### src/rtl/hls_phi_loop_unit.sv
// hls_phi_loop_unit: phi/add/branch loop counter emitting one value per iteration
module hls_phi_loop_unit #(
    parameter int WIDTH    = 8,
    parameter int BB_WIDTH = 32
) (
    input  logic                clk,
    input  logic                rst,
    input  logic                start,
    input  logic [WIDTH-1:0]    init,
    input  logic [WIDTH-1:0]    step,
    input  logic [WIDTH-1:0]    bound,
    input  logic                ready,
    output logic [WIDTH-1:0]    value,
    output logic                value_valid,
    output logic [BB_WIDTH-1:0] last_block,
    output logic                busy,
    output logic                done
);
    typedef enum logic [1:0] {IDLE, RUN, CHECK, DONE} state_t;
    state_t state, state_nx;
    logic [WIDTH-1:0] init_r, step_r, bound_r, acc, phi_out, sum;
    logic cont, load, adv;
    // phi picks the incoming value of the predecessor block; unknown block yields 0
    always_comb begin
        phi_out = (last_block == BB_WIDTH'(0)) ? init_r :
                  (last_block == BB_WIDTH'(1)) ? acc : '0;
    end
    assign sum  = phi_out + step_r;
    assign cont = $signed(acc) < $signed(bound_r);
    assign load = start && (state == IDLE || state == DONE);
    assign adv  = (state == RUN) && ready;
    // next state and status outputs
    always_comb begin
        state_nx = IDLE;
        busy     = (state == RUN) || (state == CHECK);
        done     = (state == DONE);
        case (state)
            IDLE:    state_nx = load ? RUN : IDLE;
            RUN:     state_nx = adv ? CHECK : RUN;
            CHECK:   state_nx = cont ? RUN : DONE;
            DONE:    state_nx = load ? RUN : DONE;
            default: state_nx = IDLE;
        endcase
    end
    // state, operand capture and iteration datapath registers
    always_ff @(posedge clk or negedge rst) begin
        if (!rst) begin
            state       <= IDLE;
            init_r      <= '0;
            step_r      <= '0;
            bound_r     <= '0;
            acc         <= '0;
            value       <= '0;
            value_valid <= 1'b0;
            last_block  <= '0;
        end else begin
            state       <= state_nx;
            value_valid <= adv;
            if (load) begin
                init_r     <= init;
                step_r     <= step;
                bound_r    <= bound;
                last_block <= '0;
            end
            if (adv) begin
                acc        <= sum;
                value      <= sum;
                last_block <= BB_WIDTH'(1);
            end
        end
    end
endmodule

### config.mk
export PLATFORM = sky130hd
export DESIGN_NAME = hls_phi_loop_unit
export DESIGN_NICKNAME = d
export VERILOG_FILES = /design/src/rtl/hls_phi_loop_unit.sv
export SDC_FILE = /design/constraint.sdc
export NUM_CORES = 1
export LEC_CHECK = 0
export ABC_AREA = 1
export BUFFER_PORTS_ARGS = -buffer_cell sky130_fd_sc_hd__buf_2
export CORE_UTILIZATION = 51
export DETAILED_ROUTE_END_ITERATION = 10
export PLACE_DENSITY = 0.8
export RECOVER_POWER = 100
export SLEW_MARGIN = 20
export SYNTH_ARGS = -nofsm -noshare
export SYNTH_HDL_FRONTEND = slang
export SYNTH_SLANG_ARGS = --single-unit
### constraint.sdc
create_clock -name clk -period 2.8 [get_ports clk]
set_clock_uncertainty 0.15 [all_clocks]
set_input_delay 0.28 -clock clk [delete_from_list [all_inputs] [get_ports clk]]
set_output_delay 0.28 -clock clk [all_outputs]
set_load 0.005 [all_outputs]
==> metrics.txt, run 1 <==
outcome=finished with violations; failing checks=max-capacitance violations, max-slew violations; Synth Area in Compound Gates=7.41%; Hold WS=around 0.035 ns; Max FO, Critical Path=33; Int Pwr=approximately 1600 µW; die boundary width=between 60 and 70 µm; Starting Density=54.1%; post-synthesis xor/xnor area fraction=0.798%; max-cap viol count=1; period utilisation layout=just under 90%; Die Span Y=between 60 and 70 µm; Cells after Synth=about 280; Worst setup SP type=flip-flop; Warnings, synthesis=0; Leak=0.00139 µW; Pins Over Slew Limit=37; # IOs=between 70 and 80; relative slew slack=-27.2%; synthesis-to-finish area growth=10.0%; initial antenna violation count=0; final WL=between 4 and 5 mm; vias in the first global route=about 1.5k; mux contribution to synthesized area=0%; CP required=about 2.8 ns; simple-gate share of the synthesized area=approximately 22%; diode count=0; most frequent cells in the layout=nand2_1 (108), dfrtp_1 (36), conb_1 (31); CP endpoint kind=flip-flop; Clk pwr share=15.4%; most common cell after layout, fill and taps aside=nand2_1; post-CTS setup buffers=0; CTS Buf Count=5; # DRC=0; average routed wire per standard cell=about 11 µm; Total Routing Usage GR=approximately a fifth; dpl hpwl=3.01 mm; Initial DRC Count=60; hold_buf cts=1; Worst Setup Path Type=reg2reg; Hold Crit Class=in2reg; Total Neg Setup Slack=0 ns; Final Hold Vio Count=0; sequential power share=around 33%; Final GP Congestion=0.870; Sw Share=between 40 and 50%; Num Clock Sinks=36; FF+latch count, synth=36; Switch Pwr=about 1300 µW; H-tree depth=2; vias per inst=4.61; Clock Latency Late Sink=0.29 ns; Port Buffer Count=39; synthesized area per cell=around 7.8 µm²; nets@finish=between 300 and 400; Synth Cell Area=around 2200 µm²; Placeable Area=around 4000 µm²; antenna viol nets, final=0; post-cts resize count=0; CTS Root Cell=clkbuf_8; Fmax=roughly 410 MHz; DR vias=1,721; drt pass-1 iters=4; Power per Cell Area=around 1200 nW/µm²; Final Core Density=about three fifths; post-route minimum period=about 2.5 ns; first-pass GRT wire length=approximately 6.5 mm; R2R Setup Slk=0.33 ns; RSZ-0062 raised after global routing=false; Reg clk slew, reported paths=approximately 0.07 ns; largest family of logic cells by synthesized area=simple AND/OR/NAND/NOR gates; DIE AREA=4570 µm²; share of layout cells above drive strength 1=roughly 12%; CTS tree=built; Overflow after GRT=0; maximum clock path buffer count=2; Unique masters post-synth=27; Comb pwr share=between 50% and 60%; Worst-Margin Slew=between 1.5 and 2 ns; Data arrival, critical path=approximately 2.4 ns; largest net degree at the start of global routing=37; sequential fraction of the synthesis area=approximately two fifths; number of core rows=23; Synth Area in Adders=about 11%; maximum VDD drop=between 500 and 600 µV; Final setup violation count=0
## power by group through the flow
stage	Clock, µW	Sequential (µW)	Combinational, µW
5_1_grt	477	984	1790
4_1_cts	454	953	1540
6_report	448	955	1500
2_1_floorplan	0	917	1190
3_5_place_dp	0	960	1520
3_3_place_gp	0	950	1450
## layer usage
metal,track usage [%],wire (µm),vias up
li1,-,-,895
met1,24.1,1880,765
met2,32.9,1840,55
met3,4.90,246,6
met4,7.18,43,0
met5,0,0,-
## cell type report
type | instances | area, µm²
inverter | 31 | 116
timing repair buffer | 41 | 198
multi-input combinational | 207 | 1030
clock inverter | 2 | 35.0
sequential | 36 | 901
fill | 401 | 1640
tap | 50 | 62.6
clock buffer | 6 | 72.6
## logic make-up after synthesis
group | Yosys count
xor gates and xnor gates | 2
buffers and inverters | 68
DFF | 36
and+or+nand+nor | 125
adders and majority gates | 19
other | 1
AOI/OAI and AO/OA | 30
## registers in the layout, indices dropped and copies added (netlist names)
signal,count
value_valid,1
bound_r,8
init_r,8
state,2
step_r,8
value,8
last_block,1
## path summary, 6_finish.rpt
kind,start,end,depth (start not counted)
hold / removal,init[3],init_r[3],3
min in group asynchronous,rst,init_r[0],2
hold reg to reg,init_r[4],init_r[4],2
max in group asynchronous,rst,bound_r[5],2
setup reg to reg,state[0],last_block[0],5
setup / recovery,state[0],last_block[0],5
## synthesized netlist by cell type
| cell type | number | area share [%] |
|---|---|---|
| a2111oi_0 | 1 | 0.40 |
| a21oi_1 | 6 | 1.4 |
| a31oi_1 | 2 | 0.57 |
| buf_2 | 2 | 0.46 |
| buf_4 | 31 | 11 |
| clkbuf_1 | 4 | 0.68 |
| conb_1 | 1 | 0.17 |
| dfrtp_1 | 36 | 41 |
| fa_1 | 1 | 0.91 |
| ha_1 | 18 | 10 |
| inv_1 | 29 | 5.0 |
| inv_2 | 2 | 0.34 |
| nand2_1 | 108 | 18 |
| nand3_1 | 7 | 1.6 |
| nand3b_1 | 1 | 0.34 |
| nand4_1 | 1 | 0.29 |
| nor2_1 | 5 | 0.85 |
| nor2_2 | 1 | 0.29 |
| o21a_1 | 1 | 0.34 |
| o21ai_0 | 17 | 3.9 |
| o21ai_1 | 1 | 0.23 |
| o21bai_1 | 1 | 0.34 |
| o22ai_1 | 1 | 0.29 |
| or2_1 | 1 | 0.29 |
| or2_2 | 1 | 0.29 |
| xnor2_1 | 1 | 0.40 |
| xor2_1 | 1 | 0.40 |
## stage by stage
step	cells	power, µW	area, µm²	setup slack [ns]
detailed placement	364	2480	2320	0.435
CTS	373	2940	2430	0.433
global placement	364	2400	2320	0.572
global route	373	3250	2420	0.114
finish	373	2900	2420	0.332
floorplan	311	2100	2310	0.555
## critical path: stages, from the launching register on
cell and delay [ns]:
dfrtp_1 0.38, inv_1 0.07, ha_1 0.32, nor2_1 0.14
clkbuf_1 0.98, o21ai_0 0.24
Note: power is estimated with default switching activity, not from simulation.
==> run 2, diff against run 1 <==
--- a/config.mk
+++ b/config.mk
@@ -5,10 +5,10 @@
 export SDC_FILE = /design/constraint.sdc
 export NUM_CORES = 1
 export LEC_CHECK = 0
-export ABC_AREA = 1
 export BUFFER_PORTS_ARGS = -buffer_cell sky130_fd_sc_hd__buf_2
 export CORE_UTILIZATION = 51
 export DETAILED_ROUTE_END_ITERATION = 10
+export GPL_TIMING_DRIVEN = 0
 export PLACE_DENSITY = 0.8
 export RECOVER_POWER = 100
 export SLEW_MARGIN = 20
==> run 2 against run 1 <==
  * The run now ends clean
  * Worst hold slack worse by 0.014 ns
  * Synthesized cell count is 12% lower
  * Global-route usage is 1.6 points higher
  * Power is 7.0% higher
  * Combinational power is 9% higher
  * Critical path depth is 3 higher
  * Critical path type unchanged
  * Largest cell class unchanged
  * Largest power group unchanged
==> metrics.txt, run 2 <==
average routed wire per standard cell=11.8 µm (+10%); vias in the first global route=1,569 (+6.4%); CTS Buf Count=5 (unchanged); diode count=0 (unchanged); Warnings, synthesis=0 (unchanged); dpl hpwl=3.30 mm (+9.5%); reg2reg path depth=8 (+3); Power per Cell Area=1150 nW/µm² (-4.6%); Clock Latency Late Sink=0.29 ns (about the same); initial antenna violation count=0 (unchanged); fill count=332 (-17%); post-CTS setup buffers=0 (unchanged); Fmax=376 MHz (-7.2%); CTS tree=built; Max FO, Critical Path=11 (-67%); Starting Density=54.3% (+0.23 points); ys flop type=dfrtp_1; R2R Setup Slk=0.14 ns (-0.19 ns); Worst R2R End=value[7]; synthesized area per cell=8.96 µm² (+15%); nets@finish=371 (+0.54%); Worst Setup Path Type=reg2reg; Total Routing Usage GR=21.2% (+1.6 points); H-tree depth=2 (unchanged); met3 usage=5.67% (+0.77 points); synthesis-to-finish area growth=22.0%; EDFF count, synth=0 (unchanged); Num Clock Sinks=36 (unchanged); drt pass-1 iters=4 (unchanged); antenna viol nets, final=0 (unchanged); period utilisation layout=95.0% (+6.9 points); RSZ-0062 raised after global routing=false; RR Startpoint=last_block[0]; most common cell after layout, fill and taps aside=nand2_1; Place WS=-0.0623 ns (-0.497 ns); post-route minimum period=2.66 ns (+0.192 ns); DIE AREA=4620 µm² (+1.1%); most common cell in the synthesized netlist=nand2_1; Hold Crit Class=in2reg; Final setup violation count=0 (unchanged); largest net degree at the start of global routing=37 (unchanged); number of core rows=23 (unchanged); Reg clk slew, reported paths=0.07 ns (about the same); CP endpoint kind=flip-flop; Worst-Margin Slew=0.814 ns (-1.09 ns); FF+latch count, synth=36 (unchanged); Port Buffer Count=39 (unchanged); max-cap viol count=0 (-1); share of layout cells above drive strength 1=25.5% (+13 points); die boundary width=68.0 µm (+0.55%); GRT busiest layer=met2; DR vias=1,705 (-0.93%); Synth Cell Area=2220 µm² (+1.1%); Final Cell Area=2710 µm² (+12%); vias per inst=4.55 (-1.5%); Final GP Congestion=0.844 (-2.9%); asr flop ratio synth=100% (unchanged); Area contributors post-synth=dfrtp_1 (41%), nand2_1 (11%), buf_4 (10%); area leader, netlist=dfrtp_1; outcome=finished, final reports clean; Worst setup SP type=flip-flop; crit path from=last_block[0]; Unique masters post-synth=38 (+41%); top cell type's share of synthesized area=40.6% (-0.46 points); sequential fraction of the synthesis area=40.6% (-0.46 points); final WL=4.44 mm (+11%); Die Span Y=68.0 µm (+0.55%); met1 Use GR=24.9% (+0.83 points); most frequent cells in the layout=nand2_1 (68), dfrtp_1 (35), buf_2 (33); first-pass GRT wire length=7.00 mm (+7.9%); top cells by count, synth=nand2_1 (68), dfrtp_1 (36), buf_4 (31); Cells after Synth=248 (-12%); Final Core Density=66.3% (+6.7 points); Cells after DPL=367 (+0.82%); # IOs=71 (unchanged); Final Hold Vio Count=0 (unchanged); CP required=2.83 ns (+0.08 ns); # DRC=0 (unchanged); CTS Root Cell=clkbuf_8; final setup margin=0.140 ns (-0.192 ns); met2 GRT Util=36.4% (+3.5 points); Placeable Area=4090 µm² (+0.71%); CP Capture Point=value[7]; placed cell area=2590 µm² (+12%); Leak=0.00151 µW (+8.2%); Overflow after GRT=0 (unchanged); Non-Filler Instances=375 (+0.54%); maximum clock path buffer count=2 (unchanged); maximum VDD drop=559 µV (+7.7%); relative slew slack=45.7% (+73 points); Initial DRC Count=40 (-33%); Pins Over Slew Limit=0 (-100%); Data arrival, critical path=2.69 ns (+0.27 ns)
run 2: cell types whose count changed in the layout (fill, tap and decap cells not counted), moves of 6 or more:
cell	delta
inv_1	-11
nand2_1	-40
mux2_2	+6
nand3_1	-7
buf_4	+31
run 2: cells by family after synthesis:
| group | synth area share, % |
|---|---|
| buf+inv | 15.0 |
| simple gates | 16.5 |
| flops | 40.6 |
| mux | 3.49 |
| fa+ha+maj | 11.0 |
| compound gates | 11.6 |
| other cells | 0.169 |
| xor+xnor | 1.58 |
run 2: power by group:
part | internal [µW] | switching (µW) | total [µW]
registers | 777 | 195 | 972
logic | 721 | 905 | 1630
clock network | 314 | 191 | 505
run 2: worst min path at each step:
stage,cells past startpoint,end,startpoint,slack [ns]
after floorplan,0,bound_r[0],rst,-0.17
after global placement,1,step_r[2],rst,0.25
after detailed placement,1,init_r[2],rst,0.27
after CTS,3,bound_r[0],bound[0],0.01
after global routing,3,step_r[2],step[2],0.02
final,3,bound_r[0],bound[0],0.02
run 2: layer usage:
| layer | routed length (µm) | vias to the layer above |
|---|---|---|
| met5 | 0 | - |
| met2 | 2190 | 46 |
| li1 | - | 899 |
| met3 | 247 | 6 |
| met1 | 1920 | 754 |
| met4 | 74 | 0 |
run 2: through the flow:
step / power, µW / setup TNS, ns / hold WS [ns]
final: 3100 / 0 / 0.0210
after global routing: 3400 / 0 / 0.0209
after CTS: 3150 / 0 / 0.0100
after detailed placement: 2630 / -0.103 / 0.268
after global placement: 2550 / -0.0150 / 0.248
after floorplan: 2190 / 0 / -0.166
run 2: cell type report:
| class | instances | area (µm²) | area share (%) |
|---|---|---|---|
| tap | 50 | 62.6 | 2.31 |
| inverter | 19 | 71.3 | 2.63 |
| clock buffer | 7 | 96.3 | 3.56 |
| buffer | 38 | 259 | 9.56 |
| clock inverter | 1 | 30.0 | 1.11 |
| multi-input combinational | 184 | 1090 | 40.2 |
| sequential | 36 | 902 | 33.3 |
| timing repair buffer | 40 | 198 | 7.30 |
run 2: timing repair:
| action | in CTS | in global routing |
|---|---|---|
| endpoints found under the setup margin | 2 | 1 |
| hold buffers | 1 | 0 |
| gates resized for setup | 0 | 1 |
| hold endpoints to repair | 36 | 0 |
run 2: critical path: stages, from the launching register on:
cell      delay [ns]
dfrtp_2         0.52
mux2_2          0.38
ha_1            0.37
o211ai_2        0.11
o21ai_1         0.29
nand3b_4        0.21
nand3_2         0.09
xnor2_1         0.14
o311a_1         0.28
==> run 3, diff against run 2 <==
--- a/config.mk
+++ b/config.mk
@@ -9,7 +9,7 @@
 export CORE_UTILIZATION = 51
 export DETAILED_ROUTE_END_ITERATION = 10
 export GPL_TIMING_DRIVEN = 0
-export PLACE_DENSITY = 0.8
+export PLACE_DENSITY = 0.87
 export RECOVER_POWER = 100
 export SLEW_MARGIN = 20
 export SYNTH_ARGS = -nofsm -noshare
==> run 3 against run 2 <==
  * Largest cell class unchanged
  * Die area stayed put
  * Wire length is 3.3% higher
  * Clock power is 0.8% lower
  * Sequential share of layout area is 0.077 points lower
  * Register-to-register slack better by 0.06 ns
  * First-iteration DRC count grew to 2.7 times the previous value
  * Cell count stayed put
  * Sequential power is 1% higher
  * Global-route usage is 0.57 points higher
  * Critical path type unchanged
  * Worst hold slack better by 0.0011 ns
==> metrics.txt, run 3 (same netlist as run 2, synthesis figures left out) <==
outcome=finished, final reports clean; Total Neg Setup Slack=0 ns (unchanged); # DRC=0 (unchanged); Total Routing Usage GR=21.8% (+0.57 points); max-cap viol count=0 (unchanged); Int Pwr=1820 µW (+0.50%); Reg clk slew, reported paths=0.08 ns (about the same); Power per Cell Area=1160 nW/µm² (+0.99%); Hold Crit Class=in2reg; most common cell after layout, fill and taps aside=nand2_1; Final GP Congestion=0.792 (-6.3%); fill count=359 (+8.1%); vias per inst=4.63 (+1.9%); Worst-Margin Slew=0.808 ns (-0.00632 ns); maximum clock path buffer count=2 (unchanged); Max FO, Critical Path=11 (unchanged); nets@finish=371 (unchanged); final WL=4.58 mm (+3.3%); Initial DRC Count=109 (+170%); CTS tree=built; Pins Over Slew Limit=0 (unchanged); number of core rows=23 (unchanged); sequential power share=31.3% (about the same); antenna viol nets, final=0 (unchanged); DIE AREA=4620 µm² (unchanged); Die Span Y=68.0 µm (unchanged); RSZ-0062 raised after global routing=false; largest net degree at the start of global routing=37 (unchanged); H-tree depth=2 (unchanged); Worst setup SP type=flip-flop; CTS Buf Count=5 (unchanged); diode count=0 (unchanged); Leak=0.00150 µW (-0.32%); Starting Density=54.3% (unchanged); Clock Latency Late Sink=0.29 ns (about the same); Final Core Density=66.4% (+0.15 points); initial antenna violation count=0 (unchanged); Final setup violation count=0 (unchanged); DR vias=1,738 (+1.9%); post-CTS setup buffers=0 (unchanged); Num Clock Sinks=36 (unchanged); drt pass-1 iters=4 (unchanged); Fmax=384 MHz (+2.1%); # IOs=71 (unchanged); Sw Share=42.0% (+0.42 points); synthesis-to-finish area growth=22.3%; CP required=2.88 ns (+0.05 ns); Port Buffer Count=39 (unchanged); Overall Power=3140 µW (+1.2%); CTS Root Cell=clkbuf_8; Data arrival, critical path=2.68 ns (about the same); Worst Setup Path Type=reg2reg; Comb pwr share=52.7% (+0.3 points); average routed wire per standard cell=12.2 µm (+3.3%); post-route minimum period=2.60 ns (-0.0552 ns); Placeable Area=4090 µm² (unchanged); Clk pwr share=16.0% (-0.3 points); dpl hpwl=3.44 mm (+4.5%); relative slew slack=46.2% (+0.42 points); die boundary width=68.0 µm (unchanged); vias in the first global route=1,615 (+2.9%); maximum VDD drop=508 µV (-9.1%); Overflow after GRT=0 (unchanged); Final Hold Vio Count=0 (unchanged); Switch Pwr=1320 µW (+2.2%); most frequent cells in the layout=nand2_1 (68), dfrtp_1 (35), buf_4 (31), conb_1 (31), buf_2 (31); first-pass GRT wire length=7.25 mm (+3.5%); share of layout cells above drive strength 1=25.5% (unchanged); CP endpoint kind=flip-flop; period utilisation layout=93.0% (-2.0 points)
run 3: changes by cell type in the layout (fill, tap and decap cells not counted):
cell,before,now
o21ai_2,0,1
a211oi_2,0,1
clkbuf_1,13,15
a211oi_1,1,0
buf_2,33,31
o21ai_1,3,2
run 3: critical path, stage by stage, from the launching register on:
cell      delay, ns
dfrtp_2        0.53
mux2i_1        0.36
inv_1          0.08
ha_1           0.30
a211oi_2       0.28
o21ai_2        0.14
nand3b_4       0.19
and4_1         0.20
o21ai_1        0.14
o311a_1        0.17
run 3: power groups by stage:
stage	Clock, µW	Combinational (µW)	Sequential [µW]
3_5_place_dp	0	1680	956
3_3_place_gp	0	1600	939
5_1_grt	532	1890	1010
2_1_floorplan	0	1280	911
4_1_cts	509	1670	975
6_report	501	1660	983
run 3: layer usage:
layer	wire, µm	part of all wire [%]	up-vias	GRT usage, %
met4	42	0.92	0	8.33
met5	0	0	-	0
met1	2020	44	787	26.2
met2	2300	50	47	37.7
met3	220	4.8	5	4.67
li1	-	-	899	-
run 3: final cells by class:
class                      count  area [µm²]  area share [%]
clock inverter                 1        30.0            1.11
inverter                      19        71.3            2.63
timing repair buffer          40         195            7.19
clock buffer                   7        96.3            3.55
sequential                    36         902            33.2
multi-input combinational    184        1100            40.5
buffer                        38         259            9.54
tap                           50        62.6            2.30
run 3: through the flow:
step           cells  area (µm²)  hold WS (ns)  setup slack (ns)
2_1_floorplan    278        2330        -0.166             0.241
3_3_place_gp     367        2590         0.249          -0.00463
3_5_place_dp     367        2590         0.261           -0.0609
4_1_cts          375        2720        0.0195            0.0693
5_1_grt          375        2720        0.0311            0.0372
6_report         375        2720        0.0221             0.195
run 3: path summary, 6_finish.rpt:
| kind | start | to | slack [ns] | cells past startpoint |
|---|---|---|---|---|
| worst max-delay path | last_block[0] | value[7] | 0.20 | 9 |
| max in group asynchronous | rst | last_block[0] | 1.49 | 2 |
| min in group asynchronous | rst | bound_r[2] | 0.46 | 2 |
| worst min-delay path | bound[0] | bound_r[0] | 0.02 | 3 |
| worst max register to register | last_block[0] | value[7] | 0.20 | 9 |
| worst min register to register | init_r[5] | init_r[5] | 0.33 | 2 |
run 3: timing repair:
item,CTS,global route
endpoints found under the hold margin,36,0
endpoints found under the setup margin,2,2
hold buffers,1,0
gates resized for setup,0,1
